### src/rtl/selfcomp_divergence_monitor.sv
`default_nettype none
// ============================================================================
// Module      : selfcomp_divergence_monitor
// Description : Sequencer and checker for two-copy self-composition BMC
//               harnesses. Drives the shared core reset, emits a one-cycle
//               state-equality sync strobe, then compares NCH observation
//               channels between copy A and copy B inside a check window.
//               Records sticky per-channel divergence, the first divergent
//               channel/cycle and a final done/pass verdict.
// Revision    : 1.0 - initial release
// ----------------------------------------------------------------------------
// Ports
//   clk          in   1        rising-edge clock
//   reset        in   1        synchronous active-high reset
//   mode         in   1        0 = valid-gated compare, 1 = strict compare
//   ch_mask      in   NCH      per-channel check enable
//   ch_valid_a   in   NCH      per-channel valid, copy A
//   ch_data_a    in   NCH*W    channel i at [i*W +: W], copy A
//   ch_valid_b   in   NCH      per-channel valid, copy B
//   ch_data_b    in   NCH*W    channel i at [i*W +: W], copy B
//   core_reset   out  1        reset to both core copies
//   sync_pulse   out  1        single-cycle state-equality strobe
//   check_en     out  1        high inside the check window
//   diverge_now  out  1        combinational masked divergence this cycle
//   diverge      out  1        sticky divergence flag
//   div_vec      out  NCH      sticky per-channel divergence
//   first_chan   out  FC_W     lowest channel of the first divergence
//   first_cycle  out  CNT_W    cycle count of the first divergence
//   done         out  1        check window has elapsed
//   pass         out  1        done and no divergence
// ============================================================================
module selfcomp_divergence_monitor #(
    parameter int NCH          = 4,
    parameter int W            = 32,
    parameter int RESET_CYCLES = 2,
    parameter int CHECK_START  = 4,
    parameter int CHECK_END    = 12,
    parameter int CNT_W        = 8
) (
    input  logic                                      clk,
    input  logic                                      reset,
    input  logic                                      mode,
    input  logic [NCH-1:0]                            ch_mask,
    input  logic [NCH-1:0]                            ch_valid_a,
    input  logic [NCH*W-1:0]                          ch_data_a,
    input  logic [NCH-1:0]                            ch_valid_b,
    input  logic [NCH*W-1:0]                          ch_data_b,
    output logic                                      core_reset,
    output logic                                      sync_pulse,
    output logic                                      check_en,
    output logic                                      diverge_now,
    output logic                                      diverge,
    output logic [NCH-1:0]                            div_vec,
    output logic [((NCH > 1) ? $clog2(NCH) : 1)-1:0]  first_chan,
    output logic [CNT_W-1:0]                          first_cycle,
    output logic                                      done,
    output logic                                      pass
);

    localparam int c_FC_W = (NCH > 1) ? $clog2(NCH) : 1;

    localparam logic [2:0] c_ST_RST   = 3'd0;
    localparam logic [2:0] c_ST_SYNC  = 3'd1;
    localparam logic [2:0] c_ST_RUN   = 3'd2;
    localparam logic [2:0] c_ST_CHECK = 3'd3;
    localparam logic [2:0] c_ST_DONE  = 3'd4;

    // Counter values at which the FSM leaves its current state.
    localparam logic [CNT_W-1:0] c_RST_LAST  = CNT_W'(RESET_CYCLES - 1);
    localparam logic [CNT_W-1:0] c_CHK_PRE   = CNT_W'(CHECK_START - 1);
    localparam logic [CNT_W-1:0] c_CHK_LAST  = CNT_W'(CHECK_END);

    logic [2:0]        r_state;
    logic [2:0]        w_state_nxt;
    logic [CNT_W-1:0]  r_cyc;
    logic              r_diverge;
    logic [NCH-1:0]    r_div_vec;
    logic [c_FC_W-1:0] r_first_chan;
    logic [CNT_W-1:0]  r_first_cycle;

    logic [NCH-1:0]    w_d;
    logic [NCH-1:0]    w_m;
    logic              w_any;
    logic [c_FC_W-1:0] w_low;
    logic              w_check_en;

    // ------------------------------------------------------------------
    // Sequencing FSM
    // ------------------------------------------------------------------
    always_comb begin
        w_state_nxt = r_state;
        case (r_state)
            c_ST_RST: begin
                if (r_cyc == c_RST_LAST) w_state_nxt = c_ST_SYNC;
            end
            c_ST_SYNC: begin
                // With no gap between sync and the window, go straight to CHECK.
                if (r_cyc == c_CHK_PRE) w_state_nxt = c_ST_CHECK;
                else                    w_state_nxt = c_ST_RUN;
            end
            c_ST_RUN: begin
                if (r_cyc == c_CHK_PRE) w_state_nxt = c_ST_CHECK;
            end
            c_ST_CHECK: begin
                if (r_cyc == c_CHK_LAST) w_state_nxt = c_ST_DONE;
            end
            c_ST_DONE: begin
                w_state_nxt = c_ST_DONE;
            end
            default: begin
                w_state_nxt = c_ST_RST;
            end
        endcase
    end

    always_ff @(posedge clk) begin
        if (reset) begin
            r_state <= c_ST_RST;
            r_cyc   <= '0;
        end else begin
            r_state <= w_state_nxt;
            // Counter freezes in DONE; the window bound keeps it from wrapping.
            if (r_state != c_ST_DONE) r_cyc <= r_cyc + CNT_W'(1);
        end
    end

    // ------------------------------------------------------------------
    // Per-channel divergence
    // ------------------------------------------------------------------
    generate
        for (genvar gi = 0; gi < NCH; gi++) begin : g_ch
            logic         w_va;
            logic         w_vb;
            logic         w_ne;
            assign w_va = ch_valid_a[gi];
            assign w_vb = ch_valid_b[gi];
            assign w_ne = (ch_data_a[gi*W +: W] != ch_data_b[gi*W +: W]);
            // Valid-gated mode ignores data when both copies are idle.
            assign w_d[gi] = mode ? ((w_va ^ w_vb) | w_ne)
                                  : ((w_va ^ w_vb) | (w_va & w_vb & w_ne));
        end
    endgenerate

    assign w_m   = w_d & ch_mask;
    assign w_any = |w_m;

    // Lowest set index: scan downward so the last hit wins.
    always_comb begin
        w_low = '0;
        for (int i = NCH - 1; i >= 0; i--) begin
            if (w_m[i]) w_low = i[c_FC_W-1:0];
        end
    end

    // ------------------------------------------------------------------
    // Capture
    // ------------------------------------------------------------------
    assign w_check_en = (r_state == c_ST_CHECK);

    always_ff @(posedge clk) begin
        if (reset) begin
            r_diverge     <= 1'b0;
            r_div_vec     <= '0;
            r_first_chan  <= '0;
            r_first_cycle <= '0;
        end else if (w_check_en) begin
            r_div_vec <= r_div_vec | w_m;
            if (!r_diverge && w_any) begin
                r_diverge     <= 1'b1;
                r_first_chan  <= w_low;
                r_first_cycle <= r_cyc;
            end
        end
    end

    // ------------------------------------------------------------------
    // Outputs
    // ------------------------------------------------------------------
    assign core_reset  = reset | (r_state == c_ST_RST);
    assign sync_pulse  = (r_state == c_ST_SYNC);
    assign check_en    = w_check_en;
    assign diverge_now = w_check_en & w_any;
    assign diverge     = r_diverge;
    assign div_vec     = r_div_vec;
    assign first_chan  = r_first_chan;
    assign first_cycle = r_first_cycle;
    assign done        = (r_state == c_ST_DONE);
    // diverge and done rise on the same edge, so pass cannot glitch high.
    assign pass        = (r_state == c_ST_DONE) & ~r_diverge;

endmodule
`default_nettype wire

### config.mk
export PLATFORM = sky130hd
export DESIGN_NAME = selfcomp_divergence_monitor
export DESIGN_NICKNAME = d
export VERILOG_FILES = /design/src/rtl/selfcomp_divergence_monitor.sv
export SDC_FILE = /design/constraint.sdc
export NUM_CORES = 1
export LEC_CHECK = 0
export CAP_MARGIN = 20
export CORE_AREA = 3 3 112 114
export DETAILED_ROUTE_END_ITERATION = 10
export DIE_AREA = 0 0 115 117
export DONT_BUFFER_PORTS = 1
export GPL_ROUTABILITY_DRIVEN = 1
export PLACE_DENSITY_LB_ADDON = 0.08
export SLEW_MARGIN = 25
export SYNTH_ARGS = -nofsm -noshare
export SYNTH_HDL_FRONTEND = slang
export SYNTH_SLANG_ARGS = --single-unit
### constraint.sdc
create_clock -name clk -period 2.6 [get_ports clk]
set_clock_uncertainty 0.2 [all_clocks]
set_input_delay 0.39 -clock clk [delete_from_list [all_inputs] [get_ports clk]]
set_output_delay 0.39 -clock clk [all_outputs]
set_load 0.02 [all_outputs]
==> impl_metrics.tcl <==
set metrics [dict create \
    dp_hpwl_um 8378 \
    drc 0 \
    slew_violations 0 \
    numCtsBuffers 3 \
    grt_use_met2 0.2515 \
    clk_latency_ns 0.26 \
    ios 292 \
    syn-cell-area_um2 2673 \
    fp-row-count 39 \
    maxSlewHeadroom 0.5818 \
    grt.busiest_layer "met2" \
    port_buffers 0 \
    fmax_mhz 402.2 \
    max_cap_viol_count 0 \
    r2r_slack_ns 0.78 \
    clkSlewWorstSetupHoldPaths_ns 0.07 \
    syn_to_final_growth_pct 12.87 \
    p_clk_frac 0.391 \
    die_area_um2 13460 \
    power.density_nw_per_um2 380.0 \
    first_pass_iters 4 \
    hold_path_class "in2reg" \
    crit_path_end_kind "output pin" \
    cp_max_fo 3 \
    combPwrFrac 0.240 \
    final_cell_mix "xnor2_1 (82), xor2_1 (53), dfxtp_1 (26), nand4_1 (23), nand2b_1 (17)" \
    netSwitchingFraction 0.2341 \
    leakage_nw 0.9407 \
    worst_pin_slew_ns 0.6253 \
    routedWlPerCell_um 20.30 \
    critPathSlowestCell "o31a_2" \
    stdcell_count 463 \
    synth_cells 313 \
    setup_viol 0 \
    cts_tree "built" \
    crit_path_start_kind "input port" \
    arrival_ns 1.90 \
    synth-async-reset-ratio 0 \
    rr_endpoint "r_cyc[7]$_SDFFE_PP0N_" \
    finalSetupTns_ns 0 \
    drt-total-wl_um 9399 \
    critical_path_class "in2out" \
    critPathLaunch "ch_data_b[15]" \
    max-vdd-ir-drop_mv 0.2097 \
    status "finished clean" \
    nets 599 \
    p_int_w 0.0008780 \
    worst-r2r-cell-count 7 \
    grt_pass1_wl_um 13030 \
    period_share 0.9563 \
    n_antenna_cell 0 \
    initial_core_util 0.2321 \
    seq_power_share 0.369 \
    avgViaCountPerCell 4.974 \
    use_met1 0.1387 \
    p_sw_w 0.0002684 \
    required_ns 2.01 \
    power_w 0.001146 \
    cp-endpoint "diverge_now" \
    antenna_found_initial 0 \
    drive_gt1_frac 0.05625 \
    syn-num-nets 591 \
    cp_cell_sequence "xnor2_1 -> nand4_1 -> nor4_2 -> nand3_1 -> o2bb2ai_1 -> o31a_2" \
    grt_pass1_vias 2384 \
    core_um2 11520 \
    rsz0062_at_grt "false" \
    fp.dieW_um 115 \
    synth_edf_count 0 \
    rr_startpoint "r_state[0]$_SDFFE_PP0P_" \
    avgSynthCellArea_um2 8.539 \
    fin_util 0.2620 \
    ys_ff_latch 26 \
    yosysWarnings 0 \
    dp_cells 457 \
    htree_num_levels 1 \
    overflow 0 \
    grt_max_degree 24 \
    drt_iter0_markers 70 \
    fp.dieH_um 117 \
    clkSinkCount 26 \
    ys.flop_type "dfxtp_1" \
    cpPeakStageDelay_ns 0.45 \
    clockBufferDepth 2 \
    num_vias 2303 \
    antenna_left 0 \
    hold_violations 0 \
    post-cts-setup-buffers 0 \
    whs_ns 0.08485 \
    synth.yosys.seq_area_share 0.1948 \
    final_common_cell "xnor2_1" \
    yosysUniqueCellTypes 35 \
    root_buffer "clkbuf_16" \
    place.gp.congestion 0.7863 \
    grtUsageTotal 0.1265 \
    period_minus_slack_ns 2.487 \
    met3_usage 0.02211 \
]
## layout make-up
cell class / count / area, um2
Multi-Input combinational cell: 278 / 2123
Tap cell: 143 / 178.9
Clock inverter: 1 / 30.03
Fill cell: 1266 / 8499
Inverter: 5 / 18.77
Clock buffer: 3 / 75.07
Sequential cell: 26 / 520.5
Timing Repair Buffer: 7 / 70.07
## logic make-up (layout without fill, tap and decap cells)
group                      Yosys count  in the layout  share of synthesized area
buffers and inverters                9             16                    0.01545
AOI/OAI and AO/OA                   23             23                    0.06133
muxes                                9              9                    0.03371
xor gates and xnor gates           135            135                     0.4424
and+or+nand+nor                    104            104                     0.2196
DFF                                 26             26                     0.1948
adders and majority gates            7              7                    0.03277
## per-stage QoR
stage / area, um2 / setup slack (ns)
after CTS: 3010 / 0.03203
after detailed placement: 2879 / -0.03820
after global routing: 3017 / 0.008479
after floorplan: 2673 / 0.2486
final: 3017 / 0.1135
after global placement: 2879 / -0.02939
## metal layers
layer | share of wire | wire length (um)
met4 | 0.011 | 106
met5 | 0 | 0
met3 | 0.090 | 846
met2 | 0.53 | 5026
met1 | 0.36 | 3420
## synth_stat cells (2+ instances only)
master    instances  share of area
a21oi_1           7          0.013
clkbuf_1          3         0.0042
dfxtp_1          26           0.19
ha_1              7          0.033
inv_1             5         0.0070
mux2i_1           9          0.034
nand2_1           9          0.013
nand2b_1         17          0.040
nand3_1           7          0.013
nand3b_1          2         0.0056
nand4_1          23          0.054
nor2_1           15          0.021
nor3_1            9          0.017
nor4_1           13          0.030
o21ai_0           2         0.0037
o21ba_2           2         0.0075
o31a_1            3         0.0098
o31ai_1           3         0.0084
or3_1             2         0.0047
xnor2_1          82           0.27
xor2_1           53           0.17
## power groups by stage
stage	logic [W]	clock network [W]	registers [W]
final	0.000275	0.000448	0.000423
after global routing	0.000311	0.000483	0.000424
after CTS	0.000280	0.000463	0.000423
after detailed placement	0.000270	0	0.000432
after global placement	0.000269	0	0.000432
after floorplan	0.000232	0	0.000427
## worst min-delay path by stage
stage,start,endpoint,cells past startpoint
finish,reset,first_chan[1]$_SDFFE_PP0P_,2
global route,reset,first_chan[1]$_SDFFE_PP0P_,2
CTS,reset,first_chan[1]$_SDFFE_PP0P_,2
detailed placement,reset,r_state[2]$_SDFFE_PP0P_,1
global placement,reset,r_state[2]$_SDFFE_PP0P_,1
floorplan,r_cyc[1]$_SDFFE_PP0N_,r_cyc[1]$_SDFFE_PP0N_,2
## sequential cells by signal, summed over array words and instances, names as in the netlist
register	count
diverge	1
first_cycle	8
r_cyc	8
r_state	3
div_vec	4
first_chan	2
## worst max-delay path, delay by kind of cell
kind,cells,cell delay (ns)
AOI/OAI and AO/OA,2,0.66
and+or+nand+nor,3,0.65
xor gates and xnor gates,1,0.19
## what timing repair did
item,CTS,global route
resized for setup,1,1
setup endpoints to repair,1,1
pin swaps,0,0
endpoints found under the hold margin,13,0
hold buffers,2,0
Power figures use the tool's default switching activity.
